File: src/rtl/mem_rmw_sequencer_if.sv
// RAM port of the read-modify-write sequencer: registered address/write side, synchronous read data back.
interface mem_rmw_sequencer_if #(
  parameter int DATA_WIDTH = 16,
  parameter int ADDR_WIDTH = 16
);
  logic [ADDR_WIDTH-1:0] mem_addr;
  logic [DATA_WIDTH-1:0] mem_wdata;
  logic                  mem_we;
  logic [DATA_WIDTH-1:0] mem_rdata;

  modport master (output mem_addr, output mem_wdata, output mem_we, input mem_rdata);
  modport slave  (input mem_addr, input mem_wdata, input mem_we, output mem_rdata);
endinterface

File: src/rtl/mem_rmw_sequencer.sv
// Read-modify-write address sweep over a single-cycle-read RAM, one state per step edge or per clock.
// Optional VERIFY readback with sticky error when MEM_RMW_VERIFY_EN is defined.
module mem_rmw_sequencer #(
  parameter int DATA_WIDTH = 16,
  parameter int ADDR_WIDTH = 16,
  parameter int INC        = 2
) (
  input  logic                  clk,
  input  logic                  reset,
  input  logic                  step_i,
  input  logic                  auto_run_i,
  input  logic [ADDR_WIDTH-1:0] start_addr_i,
  input  logic [ADDR_WIDTH-1:0] end_addr_i,
  input  logic [1:0]            mode_i,
  mem_rmw_sequencer_if.master   mem,
  output logic [ADDR_WIDTH-1:0] disp_addr_o,
  output logic [DATA_WIDTH-1:0] disp_rdata_o,
  output logic [DATA_WIDTH-1:0] disp_wdata_o,
  output logic [2:0]            state_o,
  output logic                  busy_o,
  output logic                  done_o,
  output logic                  error_o
);

  typedef enum logic [2:0] {
    S_IDLE   = 3'd0,
    S_READ   = 3'd1,
    S_WAIT   = 3'd2,
    S_MODIFY = 3'd3,
    S_WRITE  = 3'd4,
    S_VERIFY = 3'd5,
    S_NEXT   = 3'd6,
    S_DONE   = 3'd7
  } state_t;

  localparam logic [DATA_WIDTH-1:0] INC_W = DATA_WIDTH'(INC);

  state_t                state_q;
  logic [ADDR_WIDTH-1:0] cur_addr_q;
  logic [ADDR_WIDTH-1:0] end_addr_q;
  logic [ADDR_WIDTH-1:0] next_addr_d;
  logic [1:0]            mode_q;
  logic [DATA_WIDTH-1:0] rd_q;
  logic [DATA_WIDTH-1:0] wr_q;
  logic [DATA_WIDTH-1:0] wr_d;
  logic                  we_q;
  logic                  busy_q;
  logic                  done_q;
  logic                  step_s1_q;
  logic                  step_s2_q;
  logic                  step_s3_q;
  logic                  step_rise;
  logic                  advance;
  logic                  last_word;
`ifdef MEM_RMW_VERIFY_EN
  logic                  vcnt_q;
  logic                  vpend_q;
  logic                  error_q;
`endif

  function automatic logic [DATA_WIDTH-1:0] modify(input logic [1:0] m,
                                                   input logic [DATA_WIDTH-1:0] v);
    case (m)
      2'd0:    modify = v + INC_W;
      2'd1:    modify = ~v;
      2'd2:    modify = {v[DATA_WIDTH-2:0], 1'b0};
      default: modify = v;
    endcase
  endfunction

  // Two-flop synchronizer plus one edge-detect stage on the debounced button.
  always_ff @(posedge clk or posedge reset) begin
    if (reset) begin
      step_s1_q <= 1'b0;
      step_s2_q <= 1'b0;
      step_s3_q <= 1'b0;
    end else begin
      step_s1_q <= step_i;
      step_s2_q <= step_s1_q;
      step_s3_q <= step_s2_q;
    end
  end

  assign step_rise   = step_s2_q & ~step_s3_q;
  assign advance     = auto_run_i | step_rise;
  assign next_addr_d = cur_addr_q + ADDR_WIDTH'(1);
  assign wr_d        = modify(mode_q, rd_q);
  assign last_word   = (cur_addr_q == end_addr_q);

  always_ff @(posedge clk or posedge reset) begin
    if (reset) begin
      state_q    <= S_IDLE;
      cur_addr_q <= '0;
      end_addr_q <= '0;
      mode_q     <= 2'd0;
      rd_q       <= '0;
      wr_q       <= '0;
      we_q       <= 1'b0;
      busy_q     <= 1'b0;
      done_q     <= 1'b0;
`ifdef MEM_RMW_VERIFY_EN
      vcnt_q     <= 1'b0;
      vpend_q    <= 1'b0;
      error_q    <= 1'b0;
`endif
    end else begin
      we_q <= 1'b0;
      case (state_q)
        S_IDLE: if (advance) begin
          state_q    <= S_READ;
          cur_addr_q <= start_addr_i;
          end_addr_q <= end_addr_i;
          mode_q     <= mode_i;
          busy_q     <= 1'b1;
        end
        S_READ: if (advance) state_q <= S_WAIT;
        S_WAIT: if (advance) begin
          state_q <= S_MODIFY;
          rd_q    <= mem.mem_rdata;
        end
        // The strobe is raised only on entry, so dwelling in WRITE cannot re-write.
        S_MODIFY: if (advance) begin
          state_q <= S_WRITE;
          wr_q    <= wr_d;
          we_q    <= (mode_q != 2'd3);
        end
        S_WRITE: if (advance) begin
`ifdef MEM_RMW_VERIFY_EN
          state_q <= S_VERIFY;
          vcnt_q  <= 1'b0;
          vpend_q <= 1'b0;
`else
          state_q <= S_NEXT;
`endif
        end
`ifdef MEM_RMW_VERIFY_EN
        // First clock lets the post-write read land; an early advance is remembered.
        S_VERIFY: begin
          if (!vcnt_q) begin
            vcnt_q <= 1'b1;
            if (advance) vpend_q <= 1'b1;
          end else if (advance || vpend_q) begin
            state_q <= S_NEXT;
            vpend_q <= 1'b0;
            if ((mode_q != 2'd3) && (mem.mem_rdata != wr_q)) error_q <= 1'b1;
          end
        end
`endif
        S_NEXT: if (advance) begin
          if (last_word) begin
            state_q <= S_DONE;
            busy_q  <= 1'b0;
            done_q  <= 1'b1;
          end else begin
            state_q    <= S_READ;
            cur_addr_q <= next_addr_d;
          end
        end
        S_DONE: if (advance) begin
          state_q <= S_IDLE;
          done_q  <= 1'b0;
        end
        default: begin
          state_q <= S_IDLE;
          busy_q  <= 1'b0;
          done_q  <= 1'b0;
        end
      endcase
    end
  end

  assign mem.mem_addr  = cur_addr_q;
  assign mem.mem_wdata = wr_q;
  assign mem.mem_we    = we_q;
  assign disp_addr_o   = cur_addr_q;
  assign disp_rdata_o  = rd_q;
  assign disp_wdata_o  = wr_q;
  assign state_o       = state_q;
  assign busy_o        = busy_q;
  assign done_o        = done_q;
`ifdef MEM_RMW_VERIFY_EN
  assign error_o       = error_q;
`else
  assign error_o       = 1'b0;
`endif

endmodule

File: src/flat_wrapper.sv
// flat-port wrapper written by rule: the top's interface ports become plain ports
module mem_rmw_sequencer_flat 
#(
  parameter int DATA_WIDTH = 16,
  parameter int ADDR_WIDTH = 16,
  parameter int INC        = 2
)
  (clk, reset, step_i, auto_run_i, start_addr_i, end_addr_i, mode_i, disp_addr_o, disp_rdata_o, disp_wdata_o, state_o, busy_o, done_o, error_o, mem_mem_addr, mem_mem_wdata, mem_mem_we, mem_mem_rdata);
  mem_rmw_sequencer_if #(.DATA_WIDTH(DATA_WIDTH), .ADDR_WIDTH(ADDR_WIDTH)) mem_i ();
  input  logic clk;
  input  logic reset;
  input  logic step_i;
  input  logic auto_run_i;
  input  logic [ADDR_WIDTH-1:0] start_addr_i;
  input  logic [ADDR_WIDTH-1:0] end_addr_i;
  input  logic [1:0] mode_i;
  output logic [ADDR_WIDTH-1:0] disp_addr_o;
  output logic [DATA_WIDTH-1:0] disp_rdata_o;
  output logic [DATA_WIDTH-1:0] disp_wdata_o;
  output logic [2:0] state_o;
  output logic busy_o;
  output logic done_o;
  output logic error_o;
  output wire logic [$bits(mem_i.mem_addr)-1:0] mem_mem_addr;
  output wire logic [$bits(mem_i.mem_wdata)-1:0] mem_mem_wdata;
  output wire logic [$bits(mem_i.mem_we)-1:0] mem_mem_we;
  input wire logic [$bits(mem_i.mem_rdata)-1:0] mem_mem_rdata;
  assign mem_mem_addr = mem_i.mem_addr;
  assign mem_mem_wdata = mem_i.mem_wdata;
  assign mem_mem_we = mem_i.mem_we;
  assign mem_i.mem_rdata = mem_mem_rdata;
  mem_rmw_sequencer #(.DATA_WIDTH(DATA_WIDTH), .ADDR_WIDTH(ADDR_WIDTH), .INC(INC)) u_core (.clk(clk), .reset(reset), .step_i(step_i), .auto_run_i(auto_run_i), .start_addr_i(start_addr_i), .end_addr_i(end_addr_i), .mode_i(mode_i), .mem(mem_i), .disp_addr_o(disp_addr_o), .disp_rdata_o(disp_rdata_o), .disp_wdata_o(disp_wdata_o), .state_o(state_o), .busy_o(busy_o), .done_o(done_o), .error_o(error_o));
endmodule
File: config.mk
export PLATFORM = sky130hd
export DESIGN_NAME = mem_rmw_sequencer_flat
export DESIGN_NICKNAME = d
export VERILOG_FILES = /design/src/rtl/mem_rmw_sequencer_if.sv /design/src/rtl/mem_rmw_sequencer.sv /design/src/flat_wrapper.sv
export SDC_FILE = /design/constraint.sdc
export NUM_CORES = 1
export LEC_CHECK = 0
export CORE_MARGIN = 1
export CORE_UTILIZATION = 47
export CTS_CLUSTER_DIAMETER = 30
export CTS_CLUSTER_SIZE = 14
export DETAILED_ROUTE_END_ITERATION = 8
export PLACE_DENSITY = 0.91
export SYNTH_ARGS = -nofsm -noshare
export SYNTH_HDL_FRONTEND = slang
export SYNTH_SLANG_ARGS = --single-unit
File: constraint.sdc
create_clock -name clk -period 3.2 [get_ports clk]
set_clock_uncertainty 0.15 [all_clocks]
set_input_delay 0.32 -clock clk [delete_from_list [all_inputs] [get_ports clk]]
set_output_delay 0.32 -clock clk [all_outputs]
set_load 0.02 [all_outputs]
==> impl_metrics.ini <==
[outcome]
outcome = complete, no violations

[timing]
slew_viol_final = 0
setup_viol = 0
layout_min_cycle_time_ps = 2350
clock.fmax_mhz = 425.5
relSlewSlack = 0.4037
holdWs_ps = 204.6
tightest_slew_ps = 894.4
hold_violations = 0
rsz0062_at_grt = no
period_share = 0.7343
finalSetupTns_ps = 0

[cts]
htreeDepth = 3
cts.clk_slew.worst_paths_ps = 80
post_cts.repair.setup_buffers = 0
cts.repair.resized = 0
cts_buffers = 9
clockBufferDepth = 2
clk_latency_ps = 360
cts_tree = yes
clock_sinks = 75
cts-root-buf = clkbuf_8
ctsHoldBuffers = 0

[critical_path]
crit_arrival_ps = 2410
crit_path_start_kind = register
worstPathRequired_ps = 3260
crit_fanout = 13
end_kind = register
setup.worst_path.class = reg -> reg

[finish]
nNetsFinal = 658
fillers = 747
final_common_cell = clkdlybuf4s50_1
final_cell_mix = clkdlybuf4s50_1 (139), nand2_1 (94), dfrtp_1 (75), nor2_1 (32), o21ai_0 (30)
drive_gt1_frac = 0.08567
syn_to_final_growth_pct = 31.39
antenna_cells = 0
fin_area_sq_um = 5928

[floorplanning]
rows = 35
io_pins = 141
die-height_microns = 99.98
die-area_sq_um = 9995
fp.dieW_microns = 99.98
start_util = 0.4860
core_sq_um = 9284

[synthesis]
synth_top_area_frac = 0.4160
synthTopCellsByArea = dfrtp_1 (42%), nand2_1 (7.8%), buf_4 (6.3%)
synth_nets = 567
ys.flop_type = dfrtp_1
synth_edf_count = 0
async_flop_share = 1.000
yosysSeqAreaShare = 0.4160
avgSynthCellArea_sq_um = 8.829
ys_warn_count = 0
ys_seq_elements = 75
syn_area_sq_um = 4512
yosysTopAreaCell = dfrtp_1
ys_types = 66
syn_inst = 511

[routing]
finalWirelength_microns = 12420
drc = 0
wire_per_inst_microns = 16.88
final_antenna_net_count = 0
vias = 4235
routed_via_density = 5.754
drtIter0Drc = 356
dr.pass1.iters = 5

[global_routing]
grt_pass1_wl_microns = 20080
grt_start_max_net_pins = 41
grt_usage = 0.2532
grt_overflow = 0
grt_pass1_vias = 4161
antenna_found_initial = 0

[placed_design]
io_buffers = 139
placed_area_sq_um = 5718
gp_congestion = 0.9231
hpwl_microns = 8728

[pwr]
p_leak_nw = 2.428
report.power.total_mw = 6.538
p_per_area_nw_per_um2 = 1103
peakVddDrop_mv = 0.6653

[flow_run]
maxCapViolations = 0

[worst_hold_path]
hold_path_class = reg -> reg
==> worst paths after layout <==
| kind | depth (start not counted) | startpoint | to | slack (ps) |
|---|---|---|---|---|
| hold reg to reg | 0 | u_core.step_s1_q$_DFF_PP0_ | u_core.step_s2_q$_DFF_PP0_ | 200 |
| max in group asynchronous | 3 | reset | u_core.state_o[0]$_DFFE_PP0P_ | 1940 |
| min in group asynchronous | 2 | reset | u_core.disp_rdata_o[12]$_DFFE_PP0P_ | 260 |
| setup / recovery | 5 | u_core.disp_addr_o[11]$_DFFE_PP0P_ | u_core.disp_addr_o[10]$_DFFE_PP0P_ | 850 |
| hold / removal | 0 | u_core.step_s1_q$_DFF_PP0_ | u_core.step_s2_q$_DFF_PP0_ | 200 |
| setup reg to reg | 5 | u_core.disp_addr_o[11]$_DFFE_PP0P_ | u_core.disp_addr_o[10]$_DFFE_PP0P_ | 850 |
==> cells in the mapped netlist, drive strengths merged (3+ instances only) <==
master,count
nor4,8
nor3,12
mux2,18
nand3,9
and2,4
dfrtp,75
nand2,95
or3,5
clkbuf,10
o22ai,7
o31ai,3
xor2,5
o21ai,31
nor2,32
inv,7
and3,6
a211oi,4
nor2b,5
xnor2,23
a31oi,6
o32a,5
buf,58
o311ai,4
nand4,9
a21oi,25
o21a,3
a32o,3
a21o,4
==> cell families after synthesis <==
logic type | after synthesis | share of synthesized area
flops | 75 | 0.4160
compound gates | 115 | 0.1675
other cells | 1 | 0.0008311
buf+inv | 75 | 0.1004
simple gates | 196 | 0.2083
fa+ha+maj | 2 | 0.005545
mux | 19 | 0.04714
xor+xnor | 28 | 0.05435
==> power by group <==
group          leakage (nW)  internal (mW)  switching (mW)
sequential            0.911           1.38           0.750
clock                 0.102          0.404           0.373
combinational          1.41           1.76            1.87
total                  2.43           3.55            2.99
==> flip-flops by register name (all words and copies together) (netlist names) <==
name and count:
u_core.step_s3_q 1, u_core.disp_wdata_o 16, u_core.step_s2_q 1, u_core.step_s1_q 1
u_core.end_addr_q 16, u_core.mode_q 2, u_core.disp_rdata_o 16, u_core.mem.mem_we 1
u_core.busy_o 1, u_core.disp_addr_o 16, u_core.state_o 3, u_core.done_o 1
==> critical path, stage by stage (launching register included) <==
cell	delay, ps
dfrtp_1	500
xnor2_1	310
nand4_1	180
nor4_4	340
o21a_1	540
o22ai_1	180
==> per-stage QoR <==
stage / util / worst slack (ps) / cells
floorplan: - / 820.0 / 511
global placement: 0.6159 / 742.3 / 720
detailed placement: 0.6159 / 661.6 / 720
CTS: 0.6385 / 881.1 / 736
global route: 0.6385 / 743.9 / 736
finish: 0.6385 / 850.1 / 736
==> final cells by class <==
class | instances | area (sq um) | share of cell area
clock inverter | 5 | 58.81 | 0.009920
sequential | 75 | 1877 | 0.3166
timing repair buffer | 148 | 1471 | 0.2482
inverter | 7 | 26.28 | 0.004432
tap | 129 | 161.4 | 0.02723
clock buffer | 11 | 151.4 | 0.02554
multi-input combinational | 361 | 2182 | 0.3681
==> metal layers <==
layer | vias up | GRT usage | share of wire
li1 | 1956 | - | -
met1 | 2023 | 0.3186 | 0.40
met2 | 237 | 0.4355 | 0.50
met3 | 19 | 0.05432 | 0.086
met4 | 0 | 0.08250 | 0.016
met5 | - | 0 | 0
Power figures use the tool's default switching activity.
